**src/rtl/mips_pipeline_core.sv**
```systemverilog
// 5-stage MIPS integer pipeline (IF/ID/EX/MEM/WB) with register file, ALU and hazard logic.
// Define MIPS_FORWARDING_EN for EX operand forwarding; otherwise ID stalls on RAW hazards.
module mips_pipeline_core #(
  parameter int              XLEN     = 32,
  parameter int              NREGS    = 32,
  parameter logic [XLEN-1:0] RESET_PC = '0
) (
  input  logic            clk,
  input  logic            rst_n,
  input  logic            run,
  output logic [XLEN-1:0] imem_addr,
  input  logic [31:0]     imem_rdata,
  output logic [XLEN-1:0] dmem_addr,
  output logic [XLEN-1:0] dmem_wdata,
  output logic            dmem_we,
  output logic            dmem_re,
  input  logic [XLEN-1:0] dmem_rdata,
  output logic            retire_valid,
  output logic [4:0]      retire_rd,
  output logic [XLEN-1:0] retire_data,
  output logic            halted
);
  localparam int         RW    = (NREGS > 1) ? $clog2(NREGS) : 1;
  localparam logic [4:0] RMASK = 5'(NREGS - 1);

  typedef enum logic [2:0] {ALU_ADD, ALU_SUB, ALU_AND, ALU_OR, ALU_SLT} alu_op_e;

  typedef struct packed {
    logic    reg_write;
    logic    mem_read;
    logic    mem_write;
    logic    branch;
    logic    alu_imm;
    logic    halt;
    alu_op_e alu_op;
  } ctrl_t;

  typedef struct packed {
    logic [XLEN-1:0] pc;
    logic [31:0]     instr;
  } ifid_t;

  typedef struct packed {
    ctrl_t           ctrl;
    logic [XLEN-1:0] pc;
    logic [XLEN-1:0] rs_val;
    logic [XLEN-1:0] rt_val;
    logic [XLEN-1:0] imm;
    logic [4:0]      rs;
    logic [4:0]      rt;
    logic [4:0]      dst;
  } idex_t;

  typedef struct packed {
    logic            reg_write;
    logic            mem_read;
    logic            mem_write;
    logic            halt;
    logic [XLEN-1:0] alu;
    logic [XLEN-1:0] st;
    logic [4:0]      dst;
  } exmem_t;

  typedef struct packed {
    logic            reg_write;
    logic            halt;
    logic [XLEN-1:0] data;
    logic [4:0]      dst;
  } memwb_t;

  logic [XLEN-1:0] r_pc;
  ifid_t           r_ifid;
  idex_t           r_idex;
  exmem_t          r_exmem;
  memwb_t          r_memwb;
  logic            r_fetch_stop;
  logic            r_halted;
  logic [XLEN-1:0] r_regs [NREGS];

  logic [5:0]      w_op, w_fn;
  logic [4:0]      w_rs, w_rt, w_rd, w_dst;
  logic [XLEN-1:0] w_imm, w_rs_val, w_rt_val;
  ctrl_t           w_ctrl;
  logic            w_use_rs, w_use_rt, w_wb_we, w_stall, w_fetch_hold;
  logic [XLEN-1:0] w_opa, w_opb, w_b, w_alu, w_target;
  logic            w_taken;
  logic            w_unused;

  assign w_op  = r_ifid.instr[31:26];
  assign w_fn  = r_ifid.instr[5:0];
  assign w_rs  = r_ifid.instr[25:21] & RMASK;
  assign w_rt  = r_ifid.instr[20:16] & RMASK;
  assign w_rd  = r_ifid.instr[15:11] & RMASK;
  assign w_imm = {{(XLEN-16){r_ifid.instr[15]}}, r_ifid.instr[15:0]};

  always_comb begin
    w_ctrl   = '0;
    w_dst    = '0;
    w_use_rs = 1'b0;
    w_use_rt = 1'b0;
    case (w_op)
      6'h00: begin
        w_ctrl.reg_write = 1'b1;
        w_dst            = w_rd;
        w_use_rs         = 1'b1;
        w_use_rt         = 1'b1;
        case (w_fn)
          6'h20:   w_ctrl.alu_op = ALU_ADD;
          6'h22:   w_ctrl.alu_op = ALU_SUB;
          6'h24:   w_ctrl.alu_op = ALU_AND;
          6'h25:   w_ctrl.alu_op = ALU_OR;
          6'h2A:   w_ctrl.alu_op = ALU_SLT;
          default: begin
            w_ctrl.reg_write = 1'b0;
            w_dst            = '0;
            w_use_rs         = 1'b0;
            w_use_rt         = 1'b0;
          end
        endcase
      end
      6'h23: begin
        w_ctrl.reg_write = 1'b1;
        w_ctrl.mem_read  = 1'b1;
        w_ctrl.alu_imm   = 1'b1;
        w_dst            = w_rt;
        w_use_rs         = 1'b1;
      end
      6'h2B: begin
        w_ctrl.mem_write = 1'b1;
        w_ctrl.alu_imm   = 1'b1;
        w_use_rs         = 1'b1;
        w_use_rt         = 1'b1;
      end
      6'h04: begin
        w_ctrl.branch = 1'b1;
        w_use_rs      = 1'b1;
        w_use_rt      = 1'b1;
      end
      6'h08: begin
        w_ctrl.reg_write = 1'b1;
        w_ctrl.alu_imm   = 1'b1;
        w_dst            = w_rt;
        w_use_rs         = 1'b1;
      end
      6'h3F:   w_ctrl.halt = 1'b1;
      default: ;
    endcase
  end

  // Write-through read: the value WB is committing this cycle is visible to ID.
  assign w_wb_we = r_memwb.reg_write && (r_memwb.dst != 5'd0);

  always_comb begin
    w_rs_val = r_regs[w_rs[RW-1:0]];
    w_rt_val = r_regs[w_rt[RW-1:0]];
    if (w_rs == 5'd0)                           w_rs_val = '0;
    else if (w_wb_we && r_memwb.dst == w_rs)    w_rs_val = r_memwb.data;
    if (w_rt == 5'd0)                           w_rt_val = '0;
    else if (w_wb_we && r_memwb.dst == w_rt)    w_rt_val = r_memwb.data;
  end

`ifdef MIPS_FORWARDING_EN
  logic w_fwd_mem;
  assign w_fwd_mem = r_exmem.reg_write && !r_exmem.mem_read && (r_exmem.dst != 5'd0);
  assign w_stall   = r_idex.ctrl.mem_read && (r_idex.dst != 5'd0) &&
                     ((w_use_rs && w_rs == r_idex.dst) || (w_use_rt && w_rt == r_idex.dst));

  always_comb begin
    w_opa = r_idex.rs_val;
    w_opb = r_idex.rt_val;
    if (w_fwd_mem && r_exmem.dst == r_idex.rs)    w_opa = r_exmem.alu;
    else if (w_wb_we && r_memwb.dst == r_idex.rs) w_opa = r_memwb.data;
    if (w_fwd_mem && r_exmem.dst == r_idex.rt)    w_opb = r_exmem.alu;
    else if (w_wb_we && r_memwb.dst == r_idex.rt) w_opb = r_memwb.data;
  end

  assign w_unused = &{1'b0, r_ifid.instr[10:6]};
`else
  logic w_hz_ex, w_hz_mem;
  // Any in-flight producer in EX or MEM blocks ID; WB is covered by write-through.
  assign w_hz_ex  = r_idex.ctrl.reg_write && (r_idex.dst != 5'd0) &&
                    ((w_use_rs && w_rs == r_idex.dst) || (w_use_rt && w_rt == r_idex.dst));
  assign w_hz_mem = r_exmem.reg_write && (r_exmem.dst != 5'd0) &&
                    ((w_use_rs && w_rs == r_exmem.dst) || (w_use_rt && w_rt == r_exmem.dst));
  assign w_stall  = w_hz_ex || w_hz_mem;
  assign w_opa    = r_idex.rs_val;
  assign w_opb    = r_idex.rt_val;
  assign w_unused = &{1'b0, r_ifid.instr[10:6], r_idex.rs, r_idex.rt};
`endif

  always_comb begin
    w_b   = r_idex.ctrl.alu_imm ? r_idex.imm : w_opb;
    w_alu = w_opa + w_b;
    case (r_idex.ctrl.alu_op)
      ALU_SUB: w_alu = w_opa - w_b;
      ALU_AND: w_alu = w_opa & w_b;
      ALU_OR:  w_alu = w_opa | w_b;
      ALU_SLT: w_alu = {{(XLEN-1){1'b0}}, $signed(w_opa) < $signed(w_b)};
      default: w_alu = w_opa + w_b;
    endcase
  end

  assign w_taken      = r_idex.ctrl.branch && (w_opa == w_opb);
  assign w_target     = r_idex.pc + XLEN'(4) + (r_idex.imm << 2);
  assign w_fetch_hold = r_fetch_stop || w_ctrl.halt;

  always_ff @(posedge clk or negedge rst_n) begin
    if (!rst_n) begin
      r_pc         <= RESET_PC;
      r_ifid       <= '0;
      r_idex       <= '0;
      r_exmem      <= '0;
      r_memwb      <= '0;
      r_fetch_stop <= 1'b0;
      r_halted     <= 1'b0;
    end else if (run) begin
      // A taken branch wins over both a stall and a halt sitting in its shadow.
      if (w_taken)                          r_pc <= w_target;
      else if (!(w_stall || w_fetch_hold))  r_pc <= r_pc + XLEN'(4);

      if (w_taken || (!w_stall && w_fetch_hold)) r_ifid <= '0;
      else if (!w_stall)                         r_ifid <= '{pc: r_pc, instr: imem_rdata};

      if (w_taken || w_stall) r_idex <= '0;
      else r_idex <= '{ctrl: w_ctrl, pc: r_ifid.pc, rs_val: w_rs_val, rt_val: w_rt_val,
                       imm: w_imm, rs: w_rs, rt: w_rt, dst: w_dst};

      r_exmem <= '{reg_write: r_idex.ctrl.reg_write, mem_read: r_idex.ctrl.mem_read,
                   mem_write: r_idex.ctrl.mem_write, halt: r_idex.ctrl.halt,
                   alu: w_alu, st: w_opb, dst: r_idex.dst};

      r_memwb <= '{reg_write: r_exmem.reg_write, halt: r_exmem.halt,
                   data: r_exmem.mem_read ? dmem_rdata : r_exmem.alu, dst: r_exmem.dst};

      r_fetch_stop <= r_fetch_stop || (w_ctrl.halt && !w_taken);
      r_halted     <= r_halted || r_memwb.halt;
    end
  end

  always_ff @(posedge clk or negedge rst_n) begin
    if (!rst_n) begin
      for (int i = 0; i < NREGS; i++) r_regs[i] <= '0;
    end else if (run && w_wb_we) begin
      r_regs[r_memwb.dst[RW-1:0]] <= r_memwb.data;
    end
  end

  assign imem_addr    = r_pc;
  assign dmem_addr    = r_exmem.alu;
  assign dmem_wdata   = r_exmem.st;
  assign dmem_we      = run && r_exmem.mem_write;
  assign dmem_re      = run && r_exmem.mem_read;
  assign retire_valid = w_wb_we;
  assign retire_rd    = r_memwb.dst;
  assign retire_data  = r_memwb.data;
  assign halted       = r_halted;
endmodule

```
**config.mk**
```make
export PLATFORM = sky130hd
export DESIGN_NAME = mips_pipeline_core
export DESIGN_NICKNAME = d
export VERILOG_FILES = /design/src/rtl/mips_pipeline_core.sv
export SDC_FILE = /design/constraint.sdc
export NUM_CORES = 2
export LEC_CHECK = 0
export BUFFER_PORTS_ARGS = -buffer_cell sky130_fd_sc_hd__clkbuf_2
export CORE_ASPECT_RATIO = 0.7
export CORE_MARGIN = 10
export CORE_UTILIZATION = 30
export DETAILED_ROUTE_END_ITERATION = 10
export PLACE_DENSITY = 0.52
export SETUP_SLACK_MARGIN = 0.2
export SLEW_MARGIN = 5
export SYNTH_ARGS = -nofsm -noshare
export SYNTH_HDL_FRONTEND = slang
export SYNTH_SLANG_ARGS = --single-unit
```
**constraint.sdc**
```tcl
create_clock -name clk -period 5.3 [get_ports clk]
set_input_delay 1.06 -clock clk [delete_from_list [all_inputs] [get_ports clk]]
set_output_delay 1.06 -clock clk [all_outputs]
set_load 0.05 [all_outputs]
```
==> results.sh <==
export IMPL_status="completed"
export IMPL_grt_pass1_wl_um=403000
export IMPL_ys_seq_area_frac=0.445
export IMPL_postSynthAreaPerCell_um2=13.0
export IMPL_ant_nets=0
export IMPL_cts_resized_gates=0
export IMPL_first_global_vias=53100
export IMPL_cts_tree="done"
export IMPL_final_layout_size_suffix_gt1_frac=0.384
export IMPL_dp_cells=9001
export IMPL_syn_inst=5898
export IMPL_period_share=0.916
export IMPL_cp_max_fo=17
export IMPL_p_switching_mw=9.00
export IMPL_combPwrFrac=0.203
export IMPL_io_buffers=203
export IMPL_synth_seq_cells=1360
export IMPL_start_util=0.303
export IMPL_io_pin_count=204
export IMPL_setup_violations=0
export IMPL_instances_no_fill=9247
export IMPL_synth_area_um2=76400
export IMPL_dp_hpwl_um=179000
export IMPL_r2r_slack_ns=0.44
export IMPL_gp_congestion=0.917
export IMPL_arrival_ns=5.57
export IMPL_switching_share=0.328
export IMPL_yosysWarnings=0
export IMPL_clockRootBuffer="clkbuf_16"
export IMPL_yosysUniqueCellTypes=96
export IMPL_clkTransAtPathRegs_ns=0.06
export IMPL_leakagePower_nw=38.6
export IMPL_fp_dieW_um=623
export IMPL_clock_power_share=0.386
export IMPL_drt_wirelength_per_cell_um=30.3
export IMPL_fin_tns_setup_ns=0
export IMPL_cp_start_kind="flip-flop"
export IMPL_drtIter0Drc=5593
export IMPL_cts_buffers=147
export IMPL_final_util=0.340
export IMPL_die_area_um2=276000
export IMPL_clock_path_buffers=4
export IMPL_vias_per_cell=5.75
export IMPL_syn_to_final_growth_pct=12.3
export IMPL_core_area_um2=253000
export IMPL_grt_usage=0.196
export IMPL_power_density_nw_per_um2=320
export IMPL_dieHeight_um=442
export IMPL_grt_max_degree=153
export IMPL_tightest_slew_ns=1.24
export IMPL_drcViolationCount=0
export IMPL_critPathRequiredTime_ns=6.01
export IMPL_htreeDepth=4
export IMPL_synth_edf_count=0
export IMPL_async_flop_share=1.00
export IMPL_power_frac_seq=0.412
export IMPL_rsz0062_at_grt="no"
export IMPL_clock_sinks=1360
export IMPL_synth_ff_type="dfrtp_1"
export IMPL_path_class="flip-flop to flip-flop"
export IMPL_vdd_ir_drop_worst_mv=0.229
export IMPL_first_pass_iters=6
export IMPL_syn_nets=6139
export IMPL_nNetsFinal=6037
export IMPL_endpoint_kind="flip-flop"
export IMPL_cts_setup_buffers=0
export IMPL_min_path_type="primary input to asynchronous set/reset pin"
export IMPL_relSlewSlack=0.171
export IMPL_final_max_slew_violation_count=0
export IMPL_finalHoldViolations=0
export IMPL_fin_skew_ns=0.0519
export IMPL_grt_overflow_total=0
export IMPL_wl_um=280000
export IMPL_final_min_clock_period_ns=4.86
export IMPL_max_freq_mhz=206
export IMPL_drv_cap=0
export IMPL_clock_latency_ns=0.82
export IMPL_cts_hold_buf=0
export IMPL_power_internal_mw=18.5
export IMPL_antenna_found_initial=6
export IMPL_fp_row_count=154
export IMPL_vias=53200
-- layout by cell type, fill, tap and decap left out, types with 26 or more instances in the layout --
cell type  Yosys  routed
mux2i_1      217     217
clkbuf_2       0     201
nand3_1       45      45
xor2_1        43      43
clkbuf_1     375      26
o221ai_1      47      47
buf_12         0      52
nor2_1       212     188
a211o_1       26      26
dfrtp_1     1360    1349
a22o_1       112     112
inv_1        151     150
nor2b_1       34      30
a21oi_1      293     293
mux2_2      1072    1072
clkbuf_8       0      30
nor3_1        58      56
o22ai_1      102     102
buf_4        124     144
nand2_1      116     113
o21ai_0       88      88
a21o_1        30      30
nand2b_1      42      40
ha_1         171     171
clkbuf_16      0     150
a221oi_1      37      37
xnor2_1       82      81
a211oi_1      55      55
mux4_2       488     488
o211ai_1      41      41
-- worst max-delay path, stage by stage (launching register included) --
cell and delay (ns):
dfrtp_1 0.45, buf_4 0.30, inv_1 0.10, nor2_1 0.26
buf_4 0.29, a21oi_1 0.12, ha_1 0.47, nand4bb_1 0.23
a2111oi_0 0.46, o21ai_1 0.34, nand2_1 0.21, a31oi_1 0.16
o311ai_1 0.66, a31oi_1 0.20, or4_1 0.42, o211ai_1 0.10
-- metrics by stage --
step | total power [mW] | area [um^2] | setup slack, ns | hold slack, ns
floorplan | 14.9 | 76400 | 1.33 | 0.441
global placement | 17.0 | 81100 | 0.557 | 0.379
detailed placement | 17.0 | 81100 | 0.633 | 0.385
CTS | 27.6 | 85800 | 0.637 | 0.292
global route | 28.5 | 85800 | 0.241 | 0.320
finish | 27.5 | 85800 | 0.444 | 0.254
-- cells in the mapped netlist (23+ instances only) --
cell type,number,area [um^2]
nand2b_1,42,263
a21o_1,30,225
clkbuf_1,375,1410
a221oi_1,37,324
ha_1,171,2140
nor3_1,58,290
buf_4,124,931
a211o_1,26,228
nand2_1,116,435
inv_1,151,567
o22ai_1,102,638
nor2b_1,34,213
o211ai_1,41,308
buf_1,52,195
o221ai_1,47,412
mux2i_1,217,2170
mux4_2,488,11000
nand3_1,45,225
xnor2_1,82,718
xor2_1,43,377
o21ai_0,88,440
mux2_1,24,270
mux2_2,1072,12100
buf_2,93,465
a31oi_1,23,144
a211oi_1,55,413
nor2_1,212,796
a22o_1,112,981
a21oi_1,293,1470
dfrtp_1,1360,34000
-- area by class of cell --
class | instances | area [um^2]
diodes | 1 | 2.50
clock buffers | 206 | 4260
clock inverters | 39 | 490
fillers | 24700 | 167000
inverters | 152 | 572
multi-input cells | 3737 | 39100
flip-flops and latches | 1360 | 34100
well taps | 3354 | 4200
repair buffers | 398 | 3140
-- power groups by stage --
stage | clock network [mW] | logic, mW | registers [mW]
4_1_cts | 10.8 | 5.54 | 11.3
3_5_place_dp | 0 | 5.52 | 11.5
2_1_floorplan | 0 | 3.62 | 11.3
6_report | 10.6 | 5.57 | 11.3
3_3_place_gp | 0 | 5.50 | 11.5
5_1_grt | 11.2 | 5.90 | 11.3
-- kinds of logic (layout without fill, tap and decap cells) --
kind of cell               Yosys count  in the layout  synth area share
AOI/OAI and AO/OA                 1000           1000            0.0889
adders and majority gates          176            176            0.0290
other                                0              1                 0
muxes                             1801           1801             0.334
DFF                               1360           1360             0.445
and+or+nand+nor                    635            635            0.0415
buffers and inverters              801            795            0.0474
xor gates and xnor gates           125            125            0.0143
-- final timing paths --
kind	start	end	cells past startpoint
worst max register to register	r_idex[147]$_DFFE_PN0P_	dmem_addr[24]$_DFFE_PN0P_	15
worst min-delay path	rst_n	r_regs[755]$_DFFE_PN0P_	1
max in group asynchronous	rst_n	r_regs[415]$_DFFE_PN0P_	2
min in group clk	r_regs[1004]$_DFFE_PN0P_	r_regs[1004]$_DFFE_PN0P_	0
worst min register to register	r_regs[1004]$_DFFE_PN0P_	r_regs[1004]$_DFFE_PN0P_	0
worst max-delay path	r_idex[147]$_DFFE_PN0P_	dmem_addr[24]$_DFFE_PN0P_	15
-- metal layers --
metal | routed length, um | GRT usage | vias up
li1 | - | - | 22000
met3 | 20800 | 0.0410 | 440
met2 | 120000 | 0.283 | 2078
met5 | 0 | 0 | -
met1 | 130000 | 0.291 | 28700
met4 | 8870 | 0.0578 | 0
-- registers in the layout (all words and copies together) (netlist names) --
register and cells:
halted 1, r_idex 62, dmem_wdata 32, w_opb 32, r_fetch_stop 1, r_regs 1024, retire_data 32, r_ifid 64
w_opa 32, dmem_addr 32, r_exmem 9, retire_rd 5, r_memwb 2, imem_addr 32
Power figures use the tool's default switching activity.
